File: config.mk
export PLATFORM = sky130hd
export DESIGN_NAME = generador_seg
export DESIGN_NICKNAME = d
export VERILOG_FILES = /design/src/rtl/cronometro_pkg.sv /design/src/rtl/generador_seg_divisor_tick.sv /design/src/rtl/generador_seg.sv
export SDC_FILE = /design/constraint.sdc
export NUM_CORES = 1
export LEC_CHECK = 0
export CAP_MARGIN = 25
export CELL_PAD_IN_SITES_DETAIL_PLACEMENT = 1
export CELL_PAD_IN_SITES_GLOBAL_PLACEMENT = 1
export CORE_MARGIN = 10
export CORE_UTILIZATION = 40
export CTS_BUF_LIST = sky130_fd_sc_hd__clkbuf_4 sky130_fd_sc_hd__clkbuf_8
export DETAILED_ROUTE_END_ITERATION = 10
export PLACE_DENSITY_LB_ADDON = 0.1
export REMOVE_ABC_BUFFERS = 1
export SLEW_MARGIN = 20
export SYNTH_ARGS = -nofsm -noshare
export SYNTH_HDL_FRONTEND = slang
export SYNTH_SLANG_ARGS = --single-unit
File: constraint.sdc
create_clock -name clk -period 3.2 [get_ports clk]
set_input_delay 0.64 -clock clk [delete_from_list [all_inputs] [get_ports clk]]
set_output_delay 0.64 -clock clk [all_outputs]
set_load 0.05 [all_outputs]
File: src/rtl/cronometro_pkg.sv
// Shared stopwatch definitions: FSM state encoding and BCD digit limits,
// reused by the seconds, minutes, hours and centiseconds stages.
package cronometro_pkg;

    typedef enum logic [1:0] {
        IDLE  = 2'd0,
        RUN   = 2'd1,
        PAUSE = 2'd2
    } state_t;

    localparam logic [3:0] BCD_LOW_MAX  = 4'd9;
    localparam logic [3:0] SEC_HIGH_MAX = 4'd5;

endpackage

File: src/rtl/generador_seg_divisor_tick.sv
// Prescaler for the seconds stage: counts enabled cycles and flags the
// terminal cycle of each CYCLES_PER_SEC period with tick.
module divisor_tick #(
    parameter int CYCLES_PER_SEC = 50_000_000
) (
    input  logic clk,
    input  logic reset,
    input  logic enable,
    input  logic clr,
    output logic tick
);

    localparam int PRESC_W = $clog2(CYCLES_PER_SEC);
    localparam logic [PRESC_W-1:0] TERMINAL = PRESC_W'(CYCLES_PER_SEC - 1);

    logic [PRESC_W-1:0] presc;

    assign tick = enable && (presc == TERMINAL);

    // NOTE: sequential state uses non-blocking assignments so every register
    // samples pre-edge values regardless of process evaluation order.
    always_ff @(posedge clk) begin
        if (reset || clr) begin
            presc <= '0;
        end else if (enable) begin
            presc <= tick ? '0 : presc + 1'b1;
        end
    end

endmodule

File: src/rtl/generador_seg.sv
// Stopwatch seconds stage: start/pause/clear FSM, BCD 00-59 counter and
// min_tick on the 59->00 wrap. Optional lap freeze via GENERADOR_SEG_LAP_EN.
module generador_seg
    import cronometro_pkg::*;
#(
    parameter int CYCLES_PER_SEC = 50_000_000
) (
    input  logic       clk,
    input  logic       reset,
    input  logic       start_stop,
    input  logic       clear,
    output logic [3:0] sec_low,
    output logic [3:0] sec_high,
    output logic       min_tick,
    output logic       running
`ifdef GENERADOR_SEG_LAP_EN
    ,
    input  logic       lap
`endif
);

    state_t     state_q, state_d;
    logic [3:0] cnt_low, cnt_high, low_d, high_d;
    logic       tick_d;
    logic       sec_tick;

    assign running = (state_q == RUN);

    divisor_tick #(
        .CYCLES_PER_SEC(CYCLES_PER_SEC)
    ) u_divisor (
        .clk   (clk),
        .reset (reset),
        .enable(running),
        .clr   (clear),
        .tick  (sec_tick)
    );

    always_ff @(posedge clk) begin
        if (reset) begin
            state_q  <= IDLE;
            cnt_low  <= '0;
            cnt_high <= '0;
            min_tick <= 1'b0;
        end else begin
            state_q  <= state_d;
            cnt_low  <= low_d;
            cnt_high <= high_d;
            min_tick <= tick_d;
        end
    end

    // NOTE: every signal driven here gets a default first, so no path can
    // leave it unassigned and infer a latch.
    always_comb begin
        state_d = state_q;
        low_d   = cnt_low;
        high_d  = cnt_high;
        tick_d  = 1'b0;
        case (state_q)
            IDLE: begin
                if (!clear && start_stop) state_d = RUN;
            end
            RUN: begin
                if (clear) begin
                    state_d = IDLE;
                    low_d   = '0;
                    high_d  = '0;
                end else begin
                    // The terminal-count advance still happens when start_stop pauses on the same edge.
                    if (sec_tick) begin
                        if (cnt_low == BCD_LOW_MAX) begin
                            low_d = '0;
                            if (cnt_high == SEC_HIGH_MAX) begin
                                high_d = '0;
                                tick_d = 1'b1;
                            end else begin
                                high_d = cnt_high + 4'd1;
                            end
                        end else begin
                            low_d = cnt_low + 4'd1;
                        end
                    end
                    if (start_stop) state_d = PAUSE;
                end
            end
            PAUSE: begin
                if (clear) begin
                    state_d = IDLE;
                    low_d   = '0;
                    high_d  = '0;
                end else if (start_stop) begin
                    state_d = RUN;
                end
            end
            default: state_d = IDLE;
        endcase
    end

`ifdef GENERADOR_SEG_LAP_EN
    logic       lap_frozen;
    logic [3:0] lap_low, lap_high;

    always_ff @(posedge clk) begin
        if (reset || clear) begin
            lap_frozen <= 1'b0;
            lap_low    <= '0;
            lap_high   <= '0;
        end else if (lap && state_q != IDLE) begin
            lap_frozen <= !lap_frozen;
            if (!lap_frozen) begin
                lap_low  <= cnt_low;
                lap_high <= cnt_high;
            end
        end
    end

    assign sec_low  = lap_frozen ? lap_low  : cnt_low;
    assign sec_high = lap_frozen ? lap_high : cnt_high;
`else
    assign sec_low  = cnt_low;
    assign sec_high = cnt_high;
`endif

endmodule

==> metrics.csv <==
metric;value;unit
status;finished, final reports clean;
initial DRC count;36;
Starting Density;0.413;
first-pass GRT wire length;8.16;mm
Post-DRT Antenna Nets;0;
CTS tree;built;
Die Y;90.1;µm
synthesized area per cell;8.43;µm²
drt total wl;4.54;mm
Rel. slew slack;0.464;
Sw Ratio;0.249;
RSZ-0062 raised after global routing;false;
worst-margin pin slew;0.798;ns
IO Port Bufs;13;
Comb pwr share;0.079;
antenna violations before repair;0;
length of the first detailed-routing pass in iterations;4;
Yosys warning total;0;
sequential cell area;741;µm²
Synth Instances;233;
Core Box Area;0.00475;mm²
final instance area;0.00225;mm²
routed vias;1674;
number of global-route vias before repair;1698;
Post-synth EDFFs;0;
GRT Total Usage;0.118;
die area;0.00811;mm²
worst hold-check path type;reg -> reg;
antenna fix cells;0;
Final Wtd Congestion;0.766;
layout cells sized above 1;0.0643;
highest-delay cell along the critical path;clkdlybuf4s50_1;
CP Capture Type;output port;
residual DRC count;0;
Mapped Area;0.00196;mm²
Hold WS;0.492;ns
Final Cycle Share;0.799;
Post-DP Area;0.00217;mm²
post-CTS setup buffer count;0;
most frequent cells in the layout;dfxtp_1 (37), nor2_1 (31), xor2_1 (20), nand2_1 (19), nand4_1 (15);
max-cap viol count;0;
Seq pwr share;0.544;
Final #Nets;261;
Tmin final;2.56;ns
critical path type;reg -> out;
post-synthesis sequential area ratio;0.377;
crit path max fanout;12;
GRT overflow;0;
clk_skew;0.00615;ns
Synth Flop Type;dfxtp_1;
Critical Path AT;1.92;ns
filler cell count in the final layout;586;
CP cell instances;ha_1, buf_4, clkdlybuf4s50_1;
CTS root buffer;clkbuf_8;
unique cell type count in the Yosys netlist;44;
commonest non-fill, non-tap cell in the layout;dfxtp_1;
CTS Hold Bufs;0;
worst skew pair latency;0.29;ns
dpl hpwl;3.40;mm
Int Power;0.000647;W
clock sinks;37;
final hold vios;0;
Clk pin slew, worst setup/hold paths;0.07;ns
Die X-Extent;90.1;µm
Max clock buf depth;2;
largest net degree at the start of global routing;25;
DR WL/cell;14.4;µm
Clock power frac;0.377;
total power;0.000861;W
multi-input combinational cell area;0.00117;mm²
count of pins over their slew limit;0;
ys async rst share;0;
Final setup viols;0;
drt via density;5.30;
PD cells;383;mW/mm²
Max Freq;0.391;GHz
Switch Pwr;0.000214;W
maximum VDD drop;0.000177;V
setup TNS;0;ns
register bit total from synthesis;37;
CP Launch Type;register;
Core Rows;25;
H-tree depth;2;
area grow syn2layout;14.7;%
Worst EP required;2.56;ns
leakage;0.761;nW
CP max stage delay;0.82;ns
# IOs;14;
post-cts repair resize count;0;
TritonCTS Buffers;5;
## state kept, by name, indices dropped and copies added, names as in the netlist
register / cells
state_q: 2
sec_low: 4
sec_high: 4
u_divisor.presc: 26
min_tick: 1
## power groups by stage
stage / clock (W) / sequential, W / combinational [W]
5_1_grt: 0.000360 / 0.000469 / 0.0000755
3_3_place_gp: 0 / 0.000479 / 0.0000681
6_report: 0.000325 / 0.000468 / 0.0000681
4_1_cts: 0.000337 / 0.000468 / 0.0000686
3_5_place_dp: 0 / 0.000479 / 0.0000683
2_1_floorplan: 0 / 0.000484 / 0.0000373
## cell type report
type	instances	area share
Multi-Input combinational cell	182	0.519
Sequential cell	37	0.329
Timing Repair Buffer	15	0.0644
Tap cell	67	0.0372
Clock buffer	6	0.0339
Inverter	7	0.0117
Clock inverter	2	0.00444
## synth_stat cells, types with 2 or more instances
| library cell | instances | area (µm²) |
|---|---|---|
| dfxtp_1 | 37 | 741 |
| nor2_1 | 31 | 116 |
| xor2_1 | 20 | 175 |
| nand2_1 | 19 | 71.3 |
| nand4_1 | 15 | 93.8 |
| nand3_1 | 11 | 55.1 |
| ha_1 | 9 | 113 |
| a21oi_1 | 8 | 40.0 |
| nor3_1 | 8 | 40.0 |
| o21ai_0 | 8 | 40.0 |
| inv_1 | 7 | 26.3 |
| clkbuf_1 | 6 | 22.5 |
| a31oi_1 | 4 | 25.0 |
| and3_1 | 4 | 25.0 |
| nand2b_1 | 4 | 25.0 |
| nand4b_1 | 4 | 35.0 |
| mux2i_1 | 3 | 30.0 |
| nor2b_1 | 3 | 18.8 |
| xnor2_1 | 3 | 26.3 |
| and2_1 | 2 | 12.5 |
| and3b_1 | 2 | 17.5 |
| o211ai_1 | 2 | 15.0 |
| or3_1 | 2 | 12.5 |
## path summary, 6_finish.rpt
check	from	end	slack, ns	depth (start not counted)
setup / recovery	state_q[0]	running	0.64	3
setup reg to reg	state_q[0]	sec_high[3]	0.78	6
hold reg to reg	sec_low[3]	sec_low[3]	0.49	1
hold / removal	sec_low[3]	sec_low[3]	0.49	1
## through the flow
| step | setup slack [ns] | cells | utilization |
|---|---|---|---|
| 6_report | 0.644 | 316 | 0.474 |
| 5_1_grt | 0.523 | 316 | 0.474 |
| 4_1_cts | 0.621 | 316 | 0.474 |
| 3_5_place_dp | 0.697 | 308 | 0.456 |
| 3_3_place_gp | 0.771 | 308 | 0.456 |
| 2_1_floorplan | 0.316 | 226 | - |
## kinds of logic (layout without fill, tap and decap cells)
| group | after synthesis | count (layout) | share of synthesized area |
|---|---|---|---|
| muxes | 4 | 4 | 0.0210 |
| AOI/OAI and AO/OA | 27 | 27 | 0.0809 |
| and+or+nand+nor | 119 | 119 | 0.334 |
| xor gates and xnor gates | 23 | 23 | 0.103 |
| DFF | 37 | 37 | 0.377 |
| adders and majority gates | 9 | 9 | 0.0574 |
| buffers and inverters | 14 | 30 | 0.0268 |
## worst max-delay path: cells and delay by family, from the launching register on
kind	cells	cell delay, ns
flops	1	0.41
buf+inv	2	1.01
fa+ha+maj	1	0.21
## layer usage
metal  up-vias  share of wire  track usage
li1        862              -            -
met2        16           0.43        0.180
met4         0          0.015       0.0438
met1       789           0.52        0.152
met5         -              0            0
met3         7          0.033       0.0374
(Power assumes the default switching activity.)
